[src/rtl/inference_sequencer.sv]
// inference_sequencer: control sequencer for an N x N weight-stationary
// systolic inference array. It drives weight-row loading, input-vector
// streaming, array drain and output-row capture. Weights stay resident
// across runs, so repeated inferences do not reload them.
//
// Optional build macro INFSEQ_STALL_CNT_EN adds a 16-bit stall_cycles output.
// It counts stalled cycles (enable=0) while busy. The count clears on each
// accepted run, so it holds the total for the run once done has pulsed.
module inference_sequencer #(
  parameter int N      = 8,
  parameter int MAX_IN = 64,
  parameter int CNT_W  = $clog2(MAX_IN + 1),
  parameter int LAT    = 2 * N - 1
) (
  input  logic                 clk,
  input  logic                 n_rst,
  input  logic                 enable,
  input  logic                 start_weights,
  input  logic                 start_array,
  input  logic [CNT_W-1:0]     num_input,
  output logic                 weight_load,
  output logic [((N > 1) ? $clog2(N) : 1)-1:0] weight_row,
  output logic                 input_valid,
  output logic [CNT_W-1:0]     input_idx,
  output logic                 out_valid,
  output logic [CNT_W-1:0]     out_idx,
  output logic                 weights_loaded,
  output logic                 busy,
  output logic                 done,
  output logic                 err
`ifdef INFSEQ_STALL_CNT_EN
  ,
  output logic [15:0]          stall_cycles
`endif
);

  // Row index width; a single-row array still needs a 1-bit port.
  localparam int RW    = (N > 1) ? $clog2(N) : 1;
  // The run counter must reach LAT+MAX_IN without wrapping.
  localparam int T_MAX = LAT + MAX_IN;
  localparam int T_W   = $clog2(T_MAX + 1);

  localparam logic [CNT_W-1:0] MAX_IN_C = CNT_W'(MAX_IN);
  localparam logic [T_W-1:0]   LAT_T    = T_W'(LAT);
  localparam logic [T_W-1:0]   T_MAX_T  = T_W'(T_MAX);
  localparam logic [RW-1:0]    LAST_ROW = RW'(N - 1);

  typedef enum logic [2:0] {
    S_IDLE   = 3'd0,
    S_LOAD_W = 3'd1,
    S_READY  = 3'd2,
    S_RUN    = 3'd3,
    S_DONE   = 3'd4
  } state_t;

  state_t           state_reg, state_next;
  logic [RW-1:0]    row_reg, row_next;
  logic [T_W-1:0]   t_reg, t_next;
  logic [CNT_W-1:0] num_reg, num_next;
  logic             loaded_reg, loaded_next;
  logic             run_accept;

  // Derived run-window flags, computed from the latched input count.
  logic [T_W-1:0] num_t;
  logic           in_window;
  logic           out_window;
  logic           out_last;
  logic           num_ok;

  assign num_t      = T_W'(num_reg);
  assign in_window  = (t_reg < num_t);
  assign out_window = (t_reg >= LAT_T) && (t_reg < (LAT_T + num_t));
  assign out_last   = (t_reg == (LAT_T + num_t - T_W'(1)));
  assign num_ok     = (num_input != '0) && (num_input <= MAX_IN_C);

  // State and counter registers; stalls hold because next defaults to current.
  always_ff @(posedge clk) begin
    if (!n_rst) begin
      state_reg  <= S_IDLE;
      row_reg    <= '0;
      t_reg      <= '0;
      num_reg    <= '0;
      loaded_reg <= 1'b0;
    end else begin
      state_reg  <= state_next;
      row_reg    <= row_next;
      t_reg      <= t_next;
      num_reg    <= num_next;
      loaded_reg <= loaded_next;
    end
  end

  // Next-state logic plus same-cycle (Mealy) strobes for accepted requests.
  always_comb begin
    state_next  = state_reg;
    row_next    = row_reg;
    t_next      = t_reg;
    num_next    = num_reg;
    loaded_next = loaded_reg;
    weight_load = 1'b0;
    input_valid = 1'b0;
    out_valid   = 1'b0;
    done        = 1'b0;
    err         = 1'b0;
    run_accept  = 1'b0;

    if (enable) begin
      unique case (state_reg)
        S_IDLE, S_READY: begin
          if (start_weights) begin
            // Row 0 is on the bus in the accepting cycle.
            weight_load = 1'b1;
            loaded_next = 1'b0;
            if (N == 1) begin
              loaded_next = 1'b1;
              row_next    = '0;
              state_next  = S_READY;
            end else begin
              row_next   = RW'(1);
              state_next = S_LOAD_W;
            end
          end else if (start_array) begin
            if (state_reg == S_READY && num_ok) begin
              // Input vector 0 is consumed in the accepting cycle.
              input_valid = 1'b1;
              run_accept  = 1'b1;
              num_next    = num_input;
              t_next      = T_W'(1);
              state_next  = S_RUN;
            end else begin
              err = 1'b1;
            end
          end
        end

        S_LOAD_W: begin
          weight_load = 1'b1;
          if (row_reg == LAST_ROW) begin
            loaded_next = 1'b1;
            row_next    = '0;
            state_next  = S_READY;
          end else begin
            row_next = row_reg + RW'(1);
          end
        end

        S_RUN: begin
          input_valid = in_window;
          out_valid   = out_window;
          if (out_last) begin
            t_next     = '0;
            state_next = S_DONE;
          end else if (t_reg != T_MAX_T) begin
            t_next = t_reg + T_W'(1);
          end
        end

        S_DONE: begin
          done       = 1'b1;
          state_next = S_READY;
        end

        default: begin
          state_next = S_IDLE;
        end
      endcase
    end
  end

  // Index and status outputs follow the held registers, so they freeze on stalls.
  always_comb begin
    weight_row     = row_reg;
    weights_loaded = loaded_reg;
    busy           = (state_reg == S_LOAD_W) || (state_reg == S_RUN) ||
                     (state_reg == S_DONE);
    input_idx      = '0;
    out_idx        = '0;
    if (state_reg == S_RUN && in_window) begin
      input_idx = CNT_W'(t_reg);
    end
    if (state_reg == S_RUN && out_window) begin
      out_idx = CNT_W'(t_reg - LAT_T);
    end
  end

`ifdef INFSEQ_STALL_CNT_EN
  logic [15:0] stall_reg;

  // Count stalled busy cycles, restarting at each accepted run and saturating.
  always_ff @(posedge clk) begin
    if (!n_rst) begin
      stall_reg <= '0;
    end else if (run_accept) begin
      stall_reg <= '0;
    end else if (!enable && busy && stall_reg != 16'hFFFF) begin
      stall_reg <= stall_reg + 16'd1;
    end
  end

  assign stall_cycles = stall_reg;
`endif

endmodule

[config.mk]
export PLATFORM = sky130hd
export DESIGN_NAME = inference_sequencer
export DESIGN_NICKNAME = d
export VERILOG_FILES = /design/src/rtl/inference_sequencer.sv
export SDC_FILE = /design/constraint.sdc
export NUM_CORES = 1
export LEC_CHECK = 0
export ABC_CLOCK_PERIOD_IN_PS = 4000
export CORE_MARGIN = 1
export CORE_UTILIZATION = 45
export DETAILED_ROUTE_END_ITERATION = 10
export MAX_ROUTING_LAYER = met4
export PLACE_DENSITY_LB_ADDON = 0.05
export SETUP_SLACK_MARGIN = 0.05
export SLEW_MARGIN = 20
export SYNTH_ARGS = -nofsm -noshare
export SYNTH_HDL_FRONTEND = slang
export SYNTH_SLANG_ARGS = --single-unit
[constraint.sdc]
create_clock -name clk -period 4 [get_ports clk]
set_clock_uncertainty 0.15 [all_clocks]
set_input_delay 0.8 -clock clk [delete_from_list [all_inputs] [get_ports clk]]
set_output_delay 0.8 -clock clk [all_outputs]
set_load 0.03 [all_outputs]
==> run_results.csv, run 1 <==
group,metric,value,unit
power,power.leakage,0.0009963,µW
placed_design,hpwl,3712,µm
cts,clkLatencyLatePin,260,ps
job,cap_viol_max_count,0,
final_layout,multi_input_area,1505,µm²
setup_path,regToRegSetupSlack,1160,ps
setup_path,rr_endpoint,"t_reg[3]",
final_layout,drive_above_1_share,13.36,%
cts,postCtsSetupRepairBufs,0,
floorplanning,die_y,69.38,µm
yosys,synth-xor-area-share,8.818,%
yosys,postSynthNetCount,292,
yosys,syn_area_per_cell,7.799,µm²
power,power_density,169.9,nW/µm²
route,avgRoutedWirePerCell,14.01,µm
cts,path_clk_slew,80,ps
final_layout,antenna_cells,0,
floorplanning,start_util,46.93,%
floorplanning,die_w,69.38,µm
yosys,syn_area,2043,µm²
yosys,synth-warning-count,0,
sta,holdWs,354.9,ps
final_layout,finalNetCount,323,
setup_path,r2r_cells,8,
setup_path,endpoint_kind,"output pin",
cts,ctsRootBufferMaster,"clkbuf_8",
cts,cts_tree,"yes",
setup_path,worstPathRequired,3050,ps
route,wl,4819,µm
sta,setup-violations-final,0,
sta,setup_tns,0,ps
sta,tightestPinTransition,521.4,ps
floorplanning,pin_count,36,
cts,holdBufCountCts,0,
cts,cts_sinks,21,
grt,grt_max_degree,18,
floorplanning,coreArea,4354,µm²
cts,clk_path_buf_depth,2,
setup_path,critPathLaunch,"num_input[0]",
setup_path,path_class,"input pin to output pin",
setup_path,worstSetupEndpoint,"err",
yosys,synth_edf_count,0,
placed_design,place.port_buffers,35,
final_layout,area_delta_synth_final,20.51,%
sta,post-route-min-period,3822,ps
final_layout,fill_cells,441,
sta,hold_violations,0,
floorplanning,num_rows,24,
sta,fin_ws,177.5,ps
grt,track_usage,21.10,%
grt,gr-total-overflow,0,
setup_path,critPathMaxFanout,2,
grt,grt_pass1_wl,8211,µm
route,ant_nets,0,
yosys,synth_compound_area_share,21.19,%
setup_path,startpoint_type,"input pin",
yosys,async_reset_ff_share,0,%
yosys,ys.flop_type,"dfxtp_1",
hold_path,hold_class,"flop to flop",
sta,fmax,0.2616,GHz
grt,antenna_found_initial,0,
yosys,synth_cells,262,
power,max-vdd-ir-drop,0.0001201,V
setup_path,crit_arrival,2870,ps
final_layout,final_cell_mix,"nor2_1 (31), buf_4 (23), dfxtp_1 (21), clkdlybuf4s50_1 (19), ha_1 (17)",
floorplanning,die-area,4814,µm²
route,drt_pass1_iterations,4,
outcome,status,"finished clean",
route,drt_iter0_markers,95,
yosys,synth_seq_area_share,20.58,%
grt,grt_pass1_vias,1731,
cts,htree_levels,1,
yosys,synth_fa_ha_area_share,11.51,%
sta,rsz0062_at_grt,"true",
yosys,synth_top_family_by_area,"simple AND/OR/NAND/NOR gates",
yosys,ys_seq_elements,21,
route,num_vias,1933,
sta,max_slew_margin,65.02,%
route,route.detailed.drc,0,
sta,fin_crit_sh,95.56,%
route,routed_via_density,5.619,
sta,maxSlewViolCount,0,
yosys,yosys.area_share.simple,26.03,%
cts,cts_made_buffers,3,
yosys,yosysUniqueCellTypes,61,
setup_path,worstReg2RegStart,"num_reg[0]",
yosys,muxShareOfSynthArea,5.021,%
placed_design,dp_slack,109.6,ps
final_layout,seq_area,420.4,µm²
placed_design,finalWeightedCongestion,0.8098,
final_layout,layout_commonest_cell,"nor2_1",
synth_stat cells (2+ instances only):
cell / number / area share (%)
inv_1: 16 / 2.9
xnor2_1: 12 / 5.1
clkbuf_1: 10 / 1.8
o211ai_1: 2 / 0.73
o211a_1: 2 / 0.98
dfxtp_1: 21 / 21
nand2_1: 13 / 2.4
nor3b_1: 2 / 0.73
ha_1: 18 / 11
nor4_1: 3 / 0.92
mux2_2: 2 / 1.1
nand3_1: 4 / 0.98
nor3_1: 12 / 2.9
nand3b_1: 3 / 1.1
nand4_1: 4 / 1.2
and3b_1: 3 / 1.3
a31oi_1: 2 / 0.61
a21oi_1: 8 / 2.0
o21ai_0: 13 / 3.2
and3_1: 4 / 1.2
buf_2: 4 / 0.98
a22oi_1: 2 / 0.73
nand2b_1: 5 / 1.5
o22ai_1: 2 / 0.61
xor2_1: 6 / 2.6
mux2i_1: 8 / 3.9
nor2b_1: 5 / 1.5
o21a_1: 5 / 1.8
nor2_1: 31 / 5.7
and2_1: 9 / 2.8
cells by family (layout without fill, tap and decap cells):
group                      Yosys count  after routing
DFF                                 21             21
and+or+nand+nor                    102            102
buffers and inverters               33             63
xor gates and xnor gates            19             19
adders and majority gates           19             19
muxes                               10             10
AOI/OAI and AO/OA                   58             58
through the flow:
stage	cell area [µm²]	power (µW)	std cells	util, %
2_1_floorplan	2043	255.1	262	-
3_3_place_gp	2395	282.6	340	55.00
3_5_place_dp	2395	282.6	340	55.00
4_1_cts	2456	425.0	344	56.41
5_1_grt	2462	440.5	344	56.55
6_report	2462	418.3	344	56.55
where the power goes:
part	leakage (µW)	internal (µW)	switching [µW]
Combinational	0.000804	28.9	33.0
Clock	0.0000228	70.9	68.5
Sequential	0.000170	212	5.24
Total	0.000996	312	107
worst max-delay path, stage by stage:
cell and delay [ps]:
clkdlybuf4s50_1 440, nor4_2 420, nand2_1 150, xor2_1 170, nand2_1 80, and3_1 140, clkdlybuf4s50_1 660
how the worst min path moves through the flow:
stage / startpoint / slack [ps] / endpoint / cells after the start
after floorplan: num_reg[6] / 360 / num_reg[6] / 2
after global placement: weights_loaded / 330 / weights_loaded / 2
after detailed placement: weights_loaded / 340 / weights_loaded / 2
after CTS: weights_loaded / 360 / weights_loaded / 2
after global routing: weights_loaded / 420 / weights_loaded / 2
final: weights_loaded / 350 / weights_loaded / 2
area by class of cell:
cell class	instances	share of cell area (%)
Clock buffer	4	1.829
Inverter	17	2.591
Multi-Input combinational cell	208	61.13
Sequential cell	21	17.07
Tap cell	52	2.642
Timing Repair Buffer	42	14.74
metal layers:
metal	wire length, µm	vias to the layer above	part of all wire, %	GRT usage (%)
li1	-	996	-	-
met1	2406	903	50	28.92
met2	2234	30	46	33.23
met3	151	4	3.1	3.198
met4	27	0	0.56	3.855
met5	0	-	0	-
repair_timing:
| item | 4_1_cts | 5_1_grt |
|---|---|---|
| gates resized for setup | 3 | 3 |
| pin swaps | 0 | 2 |
| setup endpoints to repair | 8 | 9 |
(Power assumes the default switching activity.)
==> run 2: changes to the inputs <==
--- a/config.mk
+++ b/config.mk
@@ -6,9 +6,9 @@
 export NUM_CORES = 1
 export LEC_CHECK = 0
 export ABC_CLOCK_PERIOD_IN_PS = 4000
-export CORE_MARGIN = 1
 export CORE_UTILIZATION = 45
 export DETAILED_ROUTE_END_ITERATION = 10
+export HOLD_SLACK_MARGIN = 0.05
 export MAX_ROUTING_LAYER = met4
 export PLACE_DENSITY_LB_ADDON = 0.05
 export SETUP_SLACK_MARGIN = 0.05
==> results of run 2 <==
The final DEF is identical to that of run 1; final timing and power are the same.
